**src/rtl/ncca_err_sweep.sv**
```systemverilog
// Exhaustive 8x8 multiplier error sweep: drives all 65536 operand pairs, aligns the
// returned product with a DUT_LAT-deep operand delay line and accumulates error stats.
module ncca_err_sweep #(
  parameter int DUT_LAT = 0
) (
  input  logic        clk,
  input  logic        rst_n,
  input  logic        start,
  output logic [7:0]  approx_a,
  output logic [7:0]  approx_b,
  input  logic [15:0] approx_prod,
  output logic        busy,
  output logic        done,
  output logic [16:0] err_count,
  output logic [16:0] over_count,
  output logic [31:0] sum_abs_err,
  output logic [15:0] max_abs_err,
  output logic [7:0]  max_err_a,
  output logic [7:0]  max_err_b
);

  typedef enum logic [1:0] {
    S_IDLE,
    S_SWEEP,
    S_DRAIN,
    S_DONE
  } state_t;

  state_t      state_q, state_d;
  logic        launch;
  logic        finish;
  logic        op_valid;
  logic        last_pair;
  logic        pipe_busy;
  logic        cmp_valid;
  logic [7:0]  cmp_a, cmp_b;
  logic [15:0] exact;
  logic [16:0] diff, diff_neg;
  logic [15:0] abs_err;
  logic        over;

  assign last_pair = ({approx_a, approx_b} == 16'hFFFF);
  assign busy      = (state_q == S_SWEEP) || (state_q == S_DRAIN);

  // NOTE: sequential state is written only with non-blocking assignments so every
  // register samples the pre-edge values of the others.
  always_ff @(posedge clk or negedge rst_n) begin
    if (!rst_n) state_q <= S_IDLE;
    else        state_q <= state_d;
  end

  // NOTE: every output of this block gets a default first, so no path can infer a latch.
  always_comb begin
    state_d = state_q;
    launch  = 1'b0;
    finish  = 1'b0;
    unique case (state_q)
      S_IDLE, S_DONE: begin
        if (start) begin
          state_d = S_SWEEP;
          launch  = 1'b1;
        end
      end
      S_SWEEP: begin
        if (last_pair) state_d = S_DRAIN;
      end
      S_DRAIN: begin
        if (!pipe_busy) begin
          state_d = S_DONE;
          finish  = 1'b1;
        end
      end
      default: state_d = S_IDLE;
    endcase
  end

  // Operand counter doubles as stage 0 of the alignment delay line.
  always_ff @(posedge clk or negedge rst_n) begin
    if (!rst_n) begin
      approx_a <= 8'd0;
      approx_b <= 8'd0;
      op_valid <= 1'b0;
    end else if (launch) begin
      approx_a <= 8'd0;
      approx_b <= 8'd0;
      op_valid <= 1'b1;
    end else if (state_q == S_SWEEP) begin
      if (last_pair) begin
        approx_a <= 8'd0;
        approx_b <= 8'd0;
        op_valid <= 1'b0;
      end else begin
        {approx_a, approx_b} <= {approx_a, approx_b} + 16'd1;
      end
    end
  end

  generate
    if (DUT_LAT == 0) begin : g_nodly
      assign cmp_a     = approx_a;
      assign cmp_b     = approx_b;
      assign cmp_valid = op_valid;
      assign pipe_busy = op_valid;
    end else begin : g_dly
      logic [7:0]         dly_a [DUT_LAT];
      logic [7:0]         dly_b [DUT_LAT];
      logic [DUT_LAT-1:0] dly_v;

      // NOTE: the operand copies carry no reset; only the valid bits need a known
      // value, and an unreset data path is cheaper and never observed while invalid.
      always_ff @(posedge clk) begin
        dly_a[0] <= approx_a;
        dly_b[0] <= approx_b;
        for (int i = 1; i < DUT_LAT; i++) begin
          dly_a[i] <= dly_a[i-1];
          dly_b[i] <= dly_b[i-1];
        end
      end

      always_ff @(posedge clk or negedge rst_n) begin
        if (!rst_n) begin
          dly_v <= '0;
        end else begin
          dly_v[0] <= op_valid;
          for (int i = 1; i < DUT_LAT; i++) dly_v[i] <= dly_v[i-1];
        end
      end

      assign cmp_a     = dly_a[DUT_LAT-1];
      assign cmp_b     = dly_b[DUT_LAT-1];
      assign cmp_valid = dly_v[DUT_LAT-1];
      assign pipe_busy = op_valid | (|dly_v);
    end
  endgenerate

  // Both magnitudes fit in 16 bits, so a 17-bit difference carries a correct sign.
  assign exact    = {8'd0, cmp_a} * {8'd0, cmp_b};
  assign diff     = {1'b0, approx_prod} - {1'b0, exact};
  assign diff_neg = 17'd0 - diff;
  assign abs_err  = diff[16] ? diff_neg[15:0] : diff[15:0];
  assign over     = (approx_prod > exact);

  always_ff @(posedge clk or negedge rst_n) begin
    if (!rst_n) begin
      err_count   <= 17'd0;
      over_count  <= 17'd0;
      sum_abs_err <= 32'd0;
      max_abs_err <= 16'd0;
      max_err_a   <= 8'd0;
      max_err_b   <= 8'd0;
    end else if (launch) begin
      err_count   <= 17'd0;
      over_count  <= 17'd0;
      sum_abs_err <= 32'd0;
      max_abs_err <= 16'd0;
      max_err_a   <= 8'd0;
      max_err_b   <= 8'd0;
    end else if (cmp_valid) begin
      err_count   <= err_count + {16'd0, |abs_err};
      over_count  <= over_count + {16'd0, over};
      sum_abs_err <= sum_abs_err + {16'd0, abs_err};
      // Strict compare keeps the earliest pair on ties.
      if (abs_err > max_abs_err) begin
        max_abs_err <= abs_err;
        max_err_a   <= cmp_a;
        max_err_b   <= cmp_b;
      end
    end
  end

  always_ff @(posedge clk or negedge rst_n) begin
    if (!rst_n) done <= 1'b0;
    else        done <= finish;
  end

endmodule

```
**config.mk**
```make
export PLATFORM = sky130hd
export DESIGN_NAME = ncca_err_sweep
export DESIGN_NICKNAME = d
export VERILOG_FILES = /design/src/rtl/ncca_err_sweep.sv
export SDC_FILE = /design/constraint.sdc
export NUM_CORES = 1
export LEC_CHECK = 0
export BUFFER_PORTS_ARGS = -buffer_cell sky130_fd_sc_hd__buf_2
export CORE_ASPECT_RATIO = 0.7
export CORE_MARGIN = 2
export CORE_UTILIZATION = 45
export CTS_BUF_LIST = sky130_fd_sc_hd__clkbuf_8
export DETAILED_ROUTE_END_ITERATION = 7
export GPL_TIMING_DRIVEN = 0
export PLACE_DENSITY = 0.64
export RECOVER_POWER = 50
export SETUP_SLACK_MARGIN = 0.1
export SYNTH_ARGS = -nofsm -noshare
export SYNTH_HDL_FRONTEND = slang
export SYNTH_SLANG_ARGS = --single-unit
export TNS_END_PERCENT = 5
```
**constraint.sdc**
```tcl
create_clock -name clk -period 11.3 [get_ports clk]
set_input_delay 1.13 -clock clk [delete_from_list [all_inputs] [get_ports clk]]
set_output_delay 1.13 -clock clk [all_outputs]
set_load 0.02 [all_outputs]
```
* Yosys cells after proc, flatten, opt, wreduce, memory -nomap -nowiden
Index checks and enable logic that the tools add are counted.
** Storage, ports and cells
- Output and inout port bits :: 116
- Logic and storage cells :: 71
- Input port bits :: 19
- Register bits after elaboration :: 118
** Operators by class
- Magnitude comparators :: 2
- Mux-type cells :: 33
- Add/subtract/negate cells :: 6
- Reduce and logical (&&, ||, !) cells :: 11
- Equality and inequality tests :: 7
- $mul :: 1
** Operators with widths (number)
- 8-bit two-way mux :: 12
- 17-bit two-way mux :: 4
- 16-bit two-way mux :: 4
- 32-bit two-way mux :: 2
- 17-bit by 1-bit adder with 17-bit output :: 2
- 32-bit by 16-bit adder with 32-bit output :: 1
- 16-bit > comparator :: 2
- 16-bit by 16-bit subtractor with 17-bit output :: 1
- 16-bit by 1-bit adder with 16-bit output (second input constant) :: 1
- 16-bit == test (second input constant) :: 1
- 8-bit by 8-bit multiplier with 16-bit output :: 1
- 16-bit OR reduction :: 1
- 1-bit by 16-bit subtractor with 16-bit output (first input constant) :: 1
- 2-bit nonzero test :: 4
- 1-bit two-way mux :: 7
- 2-bit two-way mux :: 3
- 2-bit != test (second input constant) :: 3
- 2-bit one-hot mux with 3 select lines :: 1
- 2-bit == test (second input constant) :: 2
- 2-bit AND reduction :: 2
- 3-bit AND reduction :: 1
- 2-bit by 1-bit == test with 1-bit output (second input constant) :: 1
- 2-bit zero test :: 1
- 2-bit OR reduction :: 1
- 1-bit logical OR :: 1

* Logic depth before layout (Yosys ltp)
- Word-level depth :: 8
- Mapped depth :: 40
- Depth with buffers taken out :: 38

* Worst setup path before layout
OpenSTA, ideal clock, no wires.
- Kind :: register to register
- Start point :: register approx_a[0]
- End point :: register max_abs_err[0]
- Required time :: 11.168 ns
- Setup time :: 0.132 ns
- Stages on the path, launching flop included :: 37
- Clock period less this slack :: 8.675 ns
- Setup slack :: 2.625 ns
- Buffers on the path :: 3
- Data arrival time :: 8.543 ns
- Cells stage by stage :: dfrtp_1 > clkbuf_1 > nand2_1 > fa_1 > fa_1 > inv_1 > fa_1 > inv_1 > fa_1 > inv_1 > ha_1 > inv_1 > o21bai_1 > a21oi_1 > o21bai_1 > a21oi_1 > o21ai_0 > nor2_1 > xor2_1 > ha_1 > a21o_1 > a21o_1 > a21oi_1 > o311a_1 > or2_2 > clkbuf_1 > o21ai_0 > xnor2_1 > ha_1 > and4_1 > nand3_1 > o41a_1 > and3_1 > a21oi_1 > clkbuf_1 > mux2i_1 > nor2_1
** Between the ends
- Longest elaborated chain between the ends :: 7
- Elaborated cells between the ends (all ways) :: 10
- Classes of those cells :: add/sub (2); mul (1); order compare (1); mux (4); reduce/logical (2)
** RTL lines
- from (decl) :: line 9 : output logic [7:0] approx_a,
- from (signal assigned) :: line 93 : {approx_a, approx_b} <= {approx_a, approx_b} + 16'd1;
- 8-bit by 8-bit multiplier with 16-bit output (*) :: line 137 : assign exact = {8'd0, cmp_a} * {8'd0, cmp_b};
- 16-bit by 16-bit subtractor with 17-bit output (*) :: line 138 : assign diff = {1'b0, approx_prod} - {1'b0, exact};
- 1-bit by 16-bit subtractor with 16-bit output :: line 139 : assign diff_neg = 17'd0 - diff;
- 16-bit two-way mux (*) :: line 140 : assign abs_err = diff[16] ? diff_neg[15:0] : diff[15:0];
- 16-bit > comparator or 16-bit two-way mux (tied branches) :: line 163 : if (abs_err > max_abs_err) begin
- 2-bit nonzero test (no line) or 16-bit two-way mux (tied branches)
- 2-bit AND reduction (no line) or 16-bit two-way mux (tied branches)
- to (signal assigned) :: line 164 : max_abs_err <= abs_err;
- to (decl) :: line 17 : output logic [15:0] max_abs_err,
Every way passes the cells marked *; elsewhere a longest branch is shown, timed or not. The select of a mux whose other input is x is not followed.
A chain may end at the register's enable or synchronous reset.

* Worst setup path after layout
- Start point :: register approx_b[2]
- End point :: register max_abs_err[0]
** Between the ends
- Longest elaborated chain between the ends :: 7
- Elaborated cells between the ends (all ways) :: 10
- Classes of those cells :: add/sub (2); mul (1); order compare (1); mux (4); reduce/logical (2)
** RTL lines
- from (decl) :: line 10 : output logic [7:0] approx_b,
- from (signal assigned) :: line 93
- 8-bit by 8-bit multiplier with 16-bit output (*) :: line 137
- 16-bit by 16-bit subtractor with 17-bit output (*) :: line 138
- 1-bit by 16-bit subtractor with 16-bit output :: line 139
- 16-bit two-way mux (*) :: line 140
- 16-bit > comparator :: line 163
- 2-bit nonzero test (no line)
- 2-bit AND reduction (no line)
Marks and branches as above.

==> metrics.md <==
| Metric | Value |
|---|---|
| Number of nets still failing antenna checks after routing | `0` |
| Sequential area share after synthesis | `slightly above 30%` |
| Post-synth EDFFs | `0` |
| Number of global-route vias before repair | `approximately 7600` |
| Worst Setup End Kind | `register` |
| Unique masters post-synth | `60` |
| Row cnt | `45` |
| Cell area after synthesis | `approximately 9800 sq um` |
| VDD IR max | `around 0.00016 V` |
| CTS tree | `yes` |
| R2R Setup Slk | `~0.92 ns` |
| Synth Warn # | `0` |
| Synthesis-to-layout area growth | `13.90%` |
| Outcome | `finished, violations left` |
| Fillers | `2084` |
| DRC Markers | `0` |
| Hold WC Path Type | `register to register` |
| Startpoint Class | `register` |
| Clock root buffer | `clkbuf_8` |
| Slew @ Worst Pin | `~3.5 ns` |
| WL final | `between 20000 and 30000 um` |
| Remaining Overflow, GRT | `0` |
| WP data required | `~12 ns` |
| Top cell type by total area after synthesis | `dfrtp_1` |
| Synth Register Bits | `between 100 and 150` |
| Slew Limit Headroom | `-130.9%` |
| Die height | `approximately 130 um` |
| GRT Resource Usage Total | `a little under a quarter` |
| Worst Path Max Fanout | `10` |
| Max Freq | `96.36 MHz` |
| Max Cap Viol | `2` |
| Starting density of the core | `45.48%` |
| CTS max path bufs | `2` |
| Lkg Pwr | `5.559 nW` |
| Pwr dens | `around 190 nW/um^2` |
| Hpwl dp | `a little under 20000 um` |
| Tcrit/Tclk final | `about nine tenths` |
| Vias per inst | `around 5.3` |
| Clock Sinks | `about 120` |
| Worst skew pair latency | `0.44 ns` |
| Initial DRC count | `around 550` |
| Final setup fails | `0` |
| First-pass GRT wire length | `around 42000 um` |
| Top post-synthesis cells by area | `dfrtp_1 (30%), ha_1 (12%), fa_1 (7.8%)` |
| Core Area | `between 20000 and 25000 sq um` |
| Post-DR wirelength/cell | `~16 um` |
| Failing checks | `max-capacitance violations, max-slew violations` |
| Placed inst area | `10810 sq um` |
| Synthesized net count | `around 1300` |
| I/O Pins | `135` |
| Final slew viol count | `~120` |
| Clock Skews | `between 0.015 and 0.02 ns` |
| Clock-pin slew on the worst setup and hold paths | `0.08 ns` |
| Tmin final | `just over 10 ns` |
| Ys flop type | `dfrtp_1` |
| Largest stage delay, worst path | `around 0.83 ns` |
| Placer Congestion | `0.8312` |
| # port buffers | `134` |
| RSZ-0062 raised after global routing | `no` |
| Post-Syn Area per Cell | `approximately 8.8 sq um` |
| Die area | `about 23000 sq um` |
| Hold Buf Count CTS | `0` |
| Via count | `approximately 8000` |
| Nets | `1416` |
| Slowest CP cell | `a21oi_1` |
| Largest net degree at the start of global routing | `63` |
| Cell area after layout | `between 10000 and 15000 sq um` |
| Critical path class | `register to register` |
| Initial antenna violation count | `0` |
| Drt first pass iters | `5` |
| H-tree depth | `4` |
| Ys async rst share | `100.0%` |
| Die width | `roughly 180 um` |
| Post-synth top area share | `30.26%` |
| Clock buffer count from CTS | `17` |
| Setup TNS Final | `0 ns` |
| WP data arrival | `roughly 11 ns` |
| Share of post-route cells with drive strength above 1 | `approximately a tenth` |
| Post-CTS setup buffer count | `0` |
| Post-CTS sizing | `0` |
| # diodes | `0` |
| Final hold vios | `0` |
| Cells after Synth | `around 1100` |
[logic make-up (layout without fill, tap and decap cells)]
kind of cell | count (synthesis) | after routing | share of synthesized area [%]
AO/OA/AOI/OAI | 164 | 164 | 10.66
XOR/XNOR | 90 | 90 | 8.079
adder cells (fa/ha/maj) | 131 | 131 | 19.72
buffers and inverters | 143 | 310 | 5.514
flip-flops | 118 | 118 | 30.26
multiplexers | 40 | 40 | 4.116
AND/OR/NAND/NOR | 426 | 426 | 21.65
[routing by layer]
metal | vias to the layer above | global-route usage, % | wire, um
li1 | 4063 | - | -
met1 | 3929 | 35.87 | 13410
met2 | 191 | 33.00 | 10790
met3 | 24 | 3.506 | 1149
met4 | 0 | 4.448 | 340
met5 | - | 0 | 0
[worst max-delay path, delay by kind of cell, from the launching register on]
kind	cells	cell delay, ns
XOR/XNOR	2	0.56
buffers and inverters	6	1.59
flip-flops	1	0.44
AO/OA/AOI/OAI	12	3.17
AND/OR/NAND/NOR	9	1.36
adder cells (fa/ha/maj)	7	2.78
multiplexers	1	0.28
[synth_stat cells, types with 2 or more instances]
library cell and instances:
nor3b_1 5, nor3_1 18, o21a_1 6, o21bai_1 8
nand2b_1 14, fa_1 38, o22ai_1 2, xnor2_1 52
and2_1 58, nor4_1 6, nand4_1 18, nor2b_1 12
nand3_1 35, inv_1 96, o21ai_0 35, ha_1 93
nand2_1 61, dfrtp_1 118, and4_1 4, o41a_1 2
or3_1 10, o41ai_1 2, xor2_1 38, or2_2 4
o211ai_1 3, a21oi_1 58, a211oi_1 14, nand3b_1 4
buf_1 5, clkbuf_1 41, nor2_1 150, or4_1 3
mux2i_1 39, and3_1 17, a21o_1 14, a31oi_1 5
[where the power goes]
| group | leakage (nW) | total (W) | internal (W) | switching, W |
|---|---|---|---|---|
| combinational | 3.79 | 0.00108 | 0.000386 | 0.000694 |
| sequential | 1.57 | 0.000597 | 0.000514 | 0.0000831 |
| clock | 0.197 | 0.000400 | 0.000204 | 0.000197 |
[sequential cells by signal (all words and copies together) (netlist names)]
signal and cells:
max_abs_err 16, done 1, max_err_b 8, state_q 2
approx_b 8, sum_abs_err 32, err_count 17, max_err_a 8
over_count 17, approx_a 8, cmp_valid 1
[worst paths after layout]
kind	start	to	cells after the start
max reg2reg	approx_b[2]	max_abs_err[0]	37
min reg2reg	max_err_b[5]	max_err_b[5]	2
max	approx_b[2]	max_abs_err[0]	37
min	max_err_b[5]	max_err_b[5]	2
min in group asynchronous	rst_n	err_count[8]	1
max in group asynchronous	rst_n	err_count[1]	2
[per-stage QoR]
stage | total power, W | util (%) | instances | hold WS (ns) | setup WS [ns]
2_1_floorplan | 0.001359 | - | 1112 | 0.4917 | 2.625
4_1_cts | 0.002093 | 52.28 | 1561 | 0.5348 | 1.089
3_5_place_dp | 0.001685 | 50.41 | 1529 | 0.5169 | 1.142
3_3_place_gp | 0.001667 | 50.25 | 1528 | 0.5014 | 1.124
6_report | 0.002078 | 51.81 | 1561 | 0.5330 | 0.9227
5_1_grt | 0.002235 | 51.81 | 1561 | 0.5505 | 0.2899
[cell usage in the layout, fill, tap and decap left out, types with 14 or more instances in the layout]
cell type  synthesis  final
clkbuf_1          41    100
and3_1            17     17
clkbuf_8           0     18
nand4_1           18     18
nor2_1           150    150
inv_1             96     97
nand3_1           35     35
xor2_1            38     38
and2_1            58     57
ha_1              93     93
mux2i_1           39     39
nand2b_1          14     14
o21ai_0           35     35
nor3_1            18     18
fa_1              38     38
a21oi_1           58     58
a211oi_1          14     14
dfrtp_1          118    118
nand2_1           61     61
buf_2              1     78
a21o_1            14     14
xnor2_1           52     52
[final cells by class]
type / instances / area, sq um / share of cell area, %
buffer: 47 / 177.7 / 1.599
clock buffer: 18 / 247.7 / 2.229
clock inverter: 14 / 152.6 / 1.374
inverter: 96 / 360.3 / 3.243
multi-input combinational: 851 / 6266 / 56.38
sequential: 118 / 2953 / 26.57
tap: 282 / 352.8 / 3.175
timing repair buffer: 135 / 603.1 / 5.427
Power figures use the tool's default switching activity.
